[config.mk]
export PLATFORM = sky130hd
export DESIGN_NAME = memory_stage
export DESIGN_NICKNAME = d
export VERILOG_FILES = /design/src/rtl/memory_stage.sv
export SDC_FILE = /design/constraint.sdc
export NUM_CORES = 1
export LEC_CHECK = 0
export BUFFER_PORTS_ARGS = -buffer_cell sky130_fd_sc_hd__buf_2
export CAP_MARGIN = 20
export CORE_AREA = 2 2 138 140
export DETAILED_ROUTE_END_ITERATION = 6
export DIE_AREA = 0 0 140 142
export GPL_ROUTABILITY_DRIVEN = 0
export PLACE_DENSITY = 0.74
export SKIP_CTS_REPAIR_TIMING = 1
export SLEW_MARGIN = 15
export SYNTH_ARGS = -nofsm -noshare
export SYNTH_HDL_FRONTEND = slang
export SYNTH_SLANG_ARGS = --single-unit
[constraint.sdc]
create_clock -name clk -period 4.74 [get_ports clk]
set_clock_uncertainty 0.1 [all_clocks]
set_input_delay 0.711 -clock clk [delete_from_list [all_inputs] [get_ports clk]]
set_output_delay 0.711 -clock clk [all_outputs]
set_load 0.01 [all_outputs]
[src/rtl/memory_stage.sv]
// -----------------------------------------------------------------------------
// memory_stage
//
// MEM stage of the MIPS pipeline, directly downstream of execute.
//   - Owns the E/M pipeline register.
//   - Drives the data-memory request/response bus for lw/sw (word accesses).
//   - Resolves the branch decision and supplies the forwarding value to execute.
//   - Presents M/W results to writeback (combinational from the E/M register).
//   - Raises mem_busy to the hazard unit while an access is outstanding.
//
// Ports
//   clk, resetn            clock (posedge), asynchronous active-low reset
//   stall_m, flush_m       hazard unit: hold / load a bubble into E/M
//   ex_*                   execute-stage results for the next instruction
//   dreq_*                 data request: valid, write, word address, strobe, data
//   dresp_*                data response: addr_ok, data_ok, load data
//   mem_busy               access outstanding; hazard unit stalls F/D/E/M
//   pcsrc, pc_branch       branch decision and target
//   aluout_fwd             forwarding value to execute
//   write_reg_m,
//   reg_write_m            destination info for hazard detection
//   wb_*                   M/W results for writeback
// -----------------------------------------------------------------------------
module memory_stage #(
  parameter int ADDR_W = 32,
  parameter int DATA_W = 32
) (
  input  logic                  clk,
  input  logic                  resetn,
  input  logic                  stall_m,
  input  logic                  flush_m,
  input  logic                  ex_valid,
  input  logic                  ex_reg_write,
  input  logic                  ex_mem_to_reg,
  input  logic                  ex_mem_write,
  input  logic                  ex_branch,
  input  logic                  ex_zero,
  input  logic [ADDR_W-1:0]     ex_alu_result,
  input  logic [DATA_W-1:0]     ex_write_data,
  input  logic [4:0]            ex_write_reg,
  input  logic [ADDR_W-1:0]     ex_pc_branch,
  output logic                  dreq_valid,
  output logic                  dreq_write,
  output logic [ADDR_W-1:0]     dreq_addr,
  output logic [DATA_W/8-1:0]   dreq_strobe,
  output logic [DATA_W-1:0]     dreq_data,
  input  logic                  dresp_addr_ok,
  input  logic                  dresp_data_ok,
  input  logic [DATA_W-1:0]     dresp_data,
  output logic                  mem_busy,
  output logic                  pcsrc,
  output logic [ADDR_W-1:0]     pc_branch,
  output logic [ADDR_W-1:0]     aluout_fwd,
  output logic [4:0]            write_reg_m,
  output logic                  reg_write_m,
  output logic                  wb_valid,
  output logic                  wb_reg_write,
  output logic                  wb_mem_to_reg,
  output logic [4:0]            wb_write_reg,
  output logic [ADDR_W-1:0]     wb_alu_result,
  output logic [DATA_W-1:0]     wb_read_data
);

  typedef struct packed {
    logic              valid;
    logic              reg_write;
    logic              mem_to_reg;
    logic              mem_write;
    logic              branch;
    logic              zero;
    logic [ADDR_W-1:0] alu_result;
    logic [DATA_W-1:0] write_data;
    logic [4:0]        write_reg;
    logic [ADDR_W-1:0] pc_branch;
  } em_t;

  // IDLE: no access, or request being presented.
  // WAIT_DATA: address accepted, waiting for the data phase.
  // DONE: access finished but the E/M register has not advanced yet.
  typedef enum logic [1:0] {
    S_IDLE      = 2'd0,
    S_WAIT_DATA = 2'd1,
    S_DONE      = 2'd2
  } state_t;

  em_t               r_em;
  em_t               w_em_load;
  state_t            r_state;
  state_t            w_state_nxt;
  logic [DATA_W-1:0] r_rdata;

  logic w_mem;
  logic w_complete;
  logic w_advance;

  assign w_em_load = '{
    valid:      ex_valid,
    reg_write:  ex_reg_write,
    mem_to_reg: ex_mem_to_reg,
    mem_write:  ex_mem_write,
    branch:     ex_branch,
    zero:       ex_zero,
    alu_result: ex_alu_result,
    write_data: ex_write_data,
    write_reg:  ex_write_reg,
    pc_branch:  ex_pc_branch
  };

  assign w_mem = r_em.valid & (r_em.mem_to_reg | r_em.mem_write);

  // The data phase finishes this cycle: either a zero-wait handshake while the
  // request is presented, or data_ok after the address was accepted. A stray
  // data_ok with no access pending never counts.
  assign w_complete = w_mem &
                      (((r_state == S_IDLE) & dresp_addr_ok & dresp_data_ok) |
                       ((r_state == S_WAIT_DATA) & dresp_data_ok));

  // Finishing in the same cycle releases the stall, so a zero-wait bus costs
  // no extra cycles.
  assign mem_busy  = w_mem & (r_state != S_DONE) & ~w_complete;
  assign w_advance = ~stall_m & ~mem_busy;

  // NOTE: every output of a combinational block gets a default first, so no
  // path through the case can leave it unassigned and infer a latch.
  always_comb begin
    w_state_nxt = r_state;
    case (r_state)
      S_IDLE: begin
        if (w_mem && dresp_addr_ok) begin
          if (!dresp_data_ok)  w_state_nxt = S_WAIT_DATA;
          else if (!w_advance) w_state_nxt = S_DONE;
        end
      end
      S_WAIT_DATA: begin
        if (dresp_data_ok) w_state_nxt = w_advance ? S_IDLE : S_DONE;
      end
      S_DONE: begin
        if (w_advance) w_state_nxt = S_IDLE;
      end
      default: w_state_nxt = S_IDLE;
    endcase
  end

  // NOTE: sequential state uses non-blocking assignments so every register
  // samples pre-edge values regardless of statement order.
  always_ff @(posedge clk or negedge resetn) begin
    if (!resetn) begin
      r_em    <= '0;
      r_state <= S_IDLE;
      r_rdata <= '0;
    end else begin
      r_state <= w_state_nxt;
      // The register holds while busy, which keeps dreq_* stable until the
      // address is accepted; flush_m only acts when the stage can advance.
      if (w_advance) r_em <= flush_m ? '0 : w_em_load;
      if (w_complete && r_em.mem_to_reg) r_rdata <= dresp_data;
    end
  end

  // Data-memory request
  assign dreq_valid  = w_mem & (r_state == S_IDLE);
  assign dreq_write  = r_em.mem_write;
  assign dreq_addr   = {r_em.alu_result[ADDR_W-1:2], 2'b00};
  assign dreq_strobe = r_em.mem_write ? '1 : '0;
  assign dreq_data   = r_em.write_data;

  // Branch resolution and forwarding
  assign pcsrc       = r_em.valid & r_em.branch & r_em.zero;
  assign pc_branch   = r_em.pc_branch;
  assign aluout_fwd  = r_em.alu_result;
  assign write_reg_m = r_em.write_reg;
  assign reg_write_m = r_em.reg_write & r_em.valid;

  // M/W view; load data bypasses the latch on the completing cycle.
  assign wb_valid      = r_em.valid & ~mem_busy;
  assign wb_reg_write  = r_em.reg_write & r_em.valid;
  assign wb_mem_to_reg = r_em.mem_to_reg;
  assign wb_write_reg  = r_em.write_reg;
  assign wb_alu_result = r_em.alu_result;
  assign wb_read_data  = w_complete ? dresp_data : r_rdata;

endmodule

==> flow_metrics.tcl <==
set metrics [dict create \
    rsz0062_at_grt "no" \
    fillers 1739 \
    endpoint_kind "output port" \
    drc 50 \
    ant_nets 0 \
    final.period_utilization 0.732 \
    p_int_mw 2.71 \
    fp.dieW_um 140 \
    overflow 0 \
    cts_buffers 17 \
    vias_per_cell 4.92 \
    synth-seq-area-share 0.459 \
    synth_seq_cells 141 \
    synth_area_sq_mm 0.00769 \
    worstMarginPinSlew_ns 1.04 \
    switching_share 0.304 \
    rows 50 \
    finalWirelength_um 19900 \
    violations "DRC" \
    hold_class "in2async" \
    grt_pass1_vias 5661 \
    cp.required_ns 3.93 \
    layout_common_cells "buf_2 (354), o21ai_0 (172), dfrtp_1 (141), nand2b_1 (106), o21ai_1 (41)" \
    synth_cell_types 26 \
    synth_cells 773 \
    synthToLayoutAreaGrowth_pct 16.6 \
    layout_commonest_cell "buf_2" \
    antenna_found_initial 0 \
    p_seq_frac 0.397 \
    avgSynthCellArea_sq_um 9.95 \
    htree_levels 4 \
    root_buffer "clkbuf_16" \
    dp_slack_ns 1.49 \
    grt_first_pass_wirelength_um 30300 \
    cp-start-kind "flip-flop" \
    p_switching_mw 1.19 \
    insertion_delay_ns 0.40 \
    via_count 5803 \
    coreArea_sq_mm 0.0185 \
    yosys_warnings 0 \
    track_usage 0.194 \
    drive_gt1_frac 0.460 \
    fmax_mhz 288 \
    ir_drop_uv 242 \
    tns_ns 0 \
    status "finished, violations left" \
    multiInputGateArea_sq_mm 0.00260 \
    initial_utilization 0.417 \
    period_needed_ns 3.47 \
    port_buffers 356 \
    max-slew-margin-rel 0.306 \
    ff_latch_area_sq_mm 0.00353 \
    cts_tree "built" \
    power.density_mw_per_mm2 435 \
    combPwrFrac 0.246 \
    slew_viol_final 0 \
    numClockSinks 141 \
    final_nets 1077 \
    grt_start_max_net_pins 111 \
    dr.pass1.iters 7 \
    drt_iter0_drc 301 \
    die_y_um 142 \
    maxCapViolCount 0 \
    hold_violations 0 \
    worstPathMaxFanout 18 \
    setup_viol 0 \
    cts.clk_slew.worst_paths_ns 0.06 \
    critical_path_arrival_ns 2.66 \
    die_area_sq_mm 0.0199 \
    startpoint "dreq_write" \
    crit_type "reg2out" \
    boundaryPins 359 \
    dpl.hpwl_um 13500 \
    wl_per_cell_um 16.8 \
    clock_power_share 0.358 \
    worst_r2r_startpoint "dreq_write" \
    clock_path_buffers 2 \
    p_leak_nw 4.72 \
    timing.final.ws_setup_ns 1.27 \
]
[metrics by stage]
step / power, mW / utilization / std cells / hold slack, ns / instance area [sq um]
detailed placement: 2.52 / 0.448 / 1144 / 0.380 / 8270
floorplan: 2.30 / - / 774 / 0.315 / 7690
global route: 4.12 / 0.486 / 1179 / 0.0656 / 8960
finish: 3.90 / 0.486 / 1180 / 0.0738 / 8970
global placement: 2.50 / 0.448 / 1144 / 0.372 / 8270
CTS: 3.93 / 0.482 / 1176 / 0.379 / 8890
[Yosys cell counts]
cell type	number	area share
nor3_4	1	0.0021
o21ai_2	1	0.0011
or2_1	2	0.0016
o2bb2ai_1	1	0.0011
dfrtp_1	141	0.46
o21ai_0	172	0.11
and3_1	1	0.00081
a211oi_2	1	0.0016
mux2_1	30	0.044
o21ai_1	41	0.027
nand2_1	2	0.00098
nand2b_1	106	0.086
nor3_1	2	0.0013
nor2b_1	2	0.0016
buf_2	8	0.0052
buf_4	177	0.17
and2_1	1	0.00081
a221o_1	1	0.0013
mux2_2	34	0.050
buf_6	5	0.0073
clkbuf_1	32	0.016
clkbuf_2	6	0.0039
nor2_1	3	0.0015
and2b_1	1	0.00098
conb_1	1	0.00049
inv_1	1	0.00049
[metal layers]
metal / wire length (um) / track usage
met2: 10200 / 0.341
met1: 7910 / 0.228
met4: 420 / 0.0702
met5: 0 / 0
met3: 1370 / 0.0562
[critical path, cell delays in order (launching register included)]
cell and delay, ns:
dfrtp_1 0.50, o21ai_2 0.18, nor3_4 0.70, buf_4 0.37, mux2_2 0.36, buf_2 0.14
[path summary, 6_finish.rpt]
| path | slack [ns] | to | cells after the start |
|---|---|---|---|
| setup / recovery | 1.27 | wb_read_data[19] | 5 |
| hold / removal | 0.07 | dreq_data[1] | 1 |
| setup reg to reg | 2.03 | r_rdata[22] | 6 |
| hold reg to reg | 0.39 | r_rdata[13] | 1 |
| max in group asynchronous | 3.29 | dreq_data[26] | 3 |
| min in group clk | 0.39 | r_rdata[13] | 1 |
[cell families after synthesis]
logic type / share of synthesized area
buffers and inverters: 0.205
AOI/OAI and AO/OA: 0.144
DFF: 0.459
and+or+nand+nor: 0.0979
muxes: 0.0937
other: 0.000488
[power groups by stage]
| stage | clock (mW) | sequential (mW) | combinational [mW] |
|---|---|---|---|
| CTS | 1.42 | 1.55 | 0.959 |
| global placement | 0 | 1.56 | 0.937 |
| floorplan | 0 | 1.52 | 0.780 |
| global route | 1.50 | 1.57 | 1.05 |
| finish | 1.39 | 1.55 | 0.958 |
| detailed placement | 0 | 1.56 | 0.958 |
[area by class of cell]
class,instances,area share
Tap cell,234,0.0326
Inverter,1,0.000419
Antenna cell,1,0.000279
Multi-Input combinational cell,404,0.290
Timing Repair Buffer,367,0.215
Clock buffer,21,0.0513
Sequential cell,141,0.393
Clock inverter,11,0.0174
No activity file was read; power rests on OpenSTA's default activity.
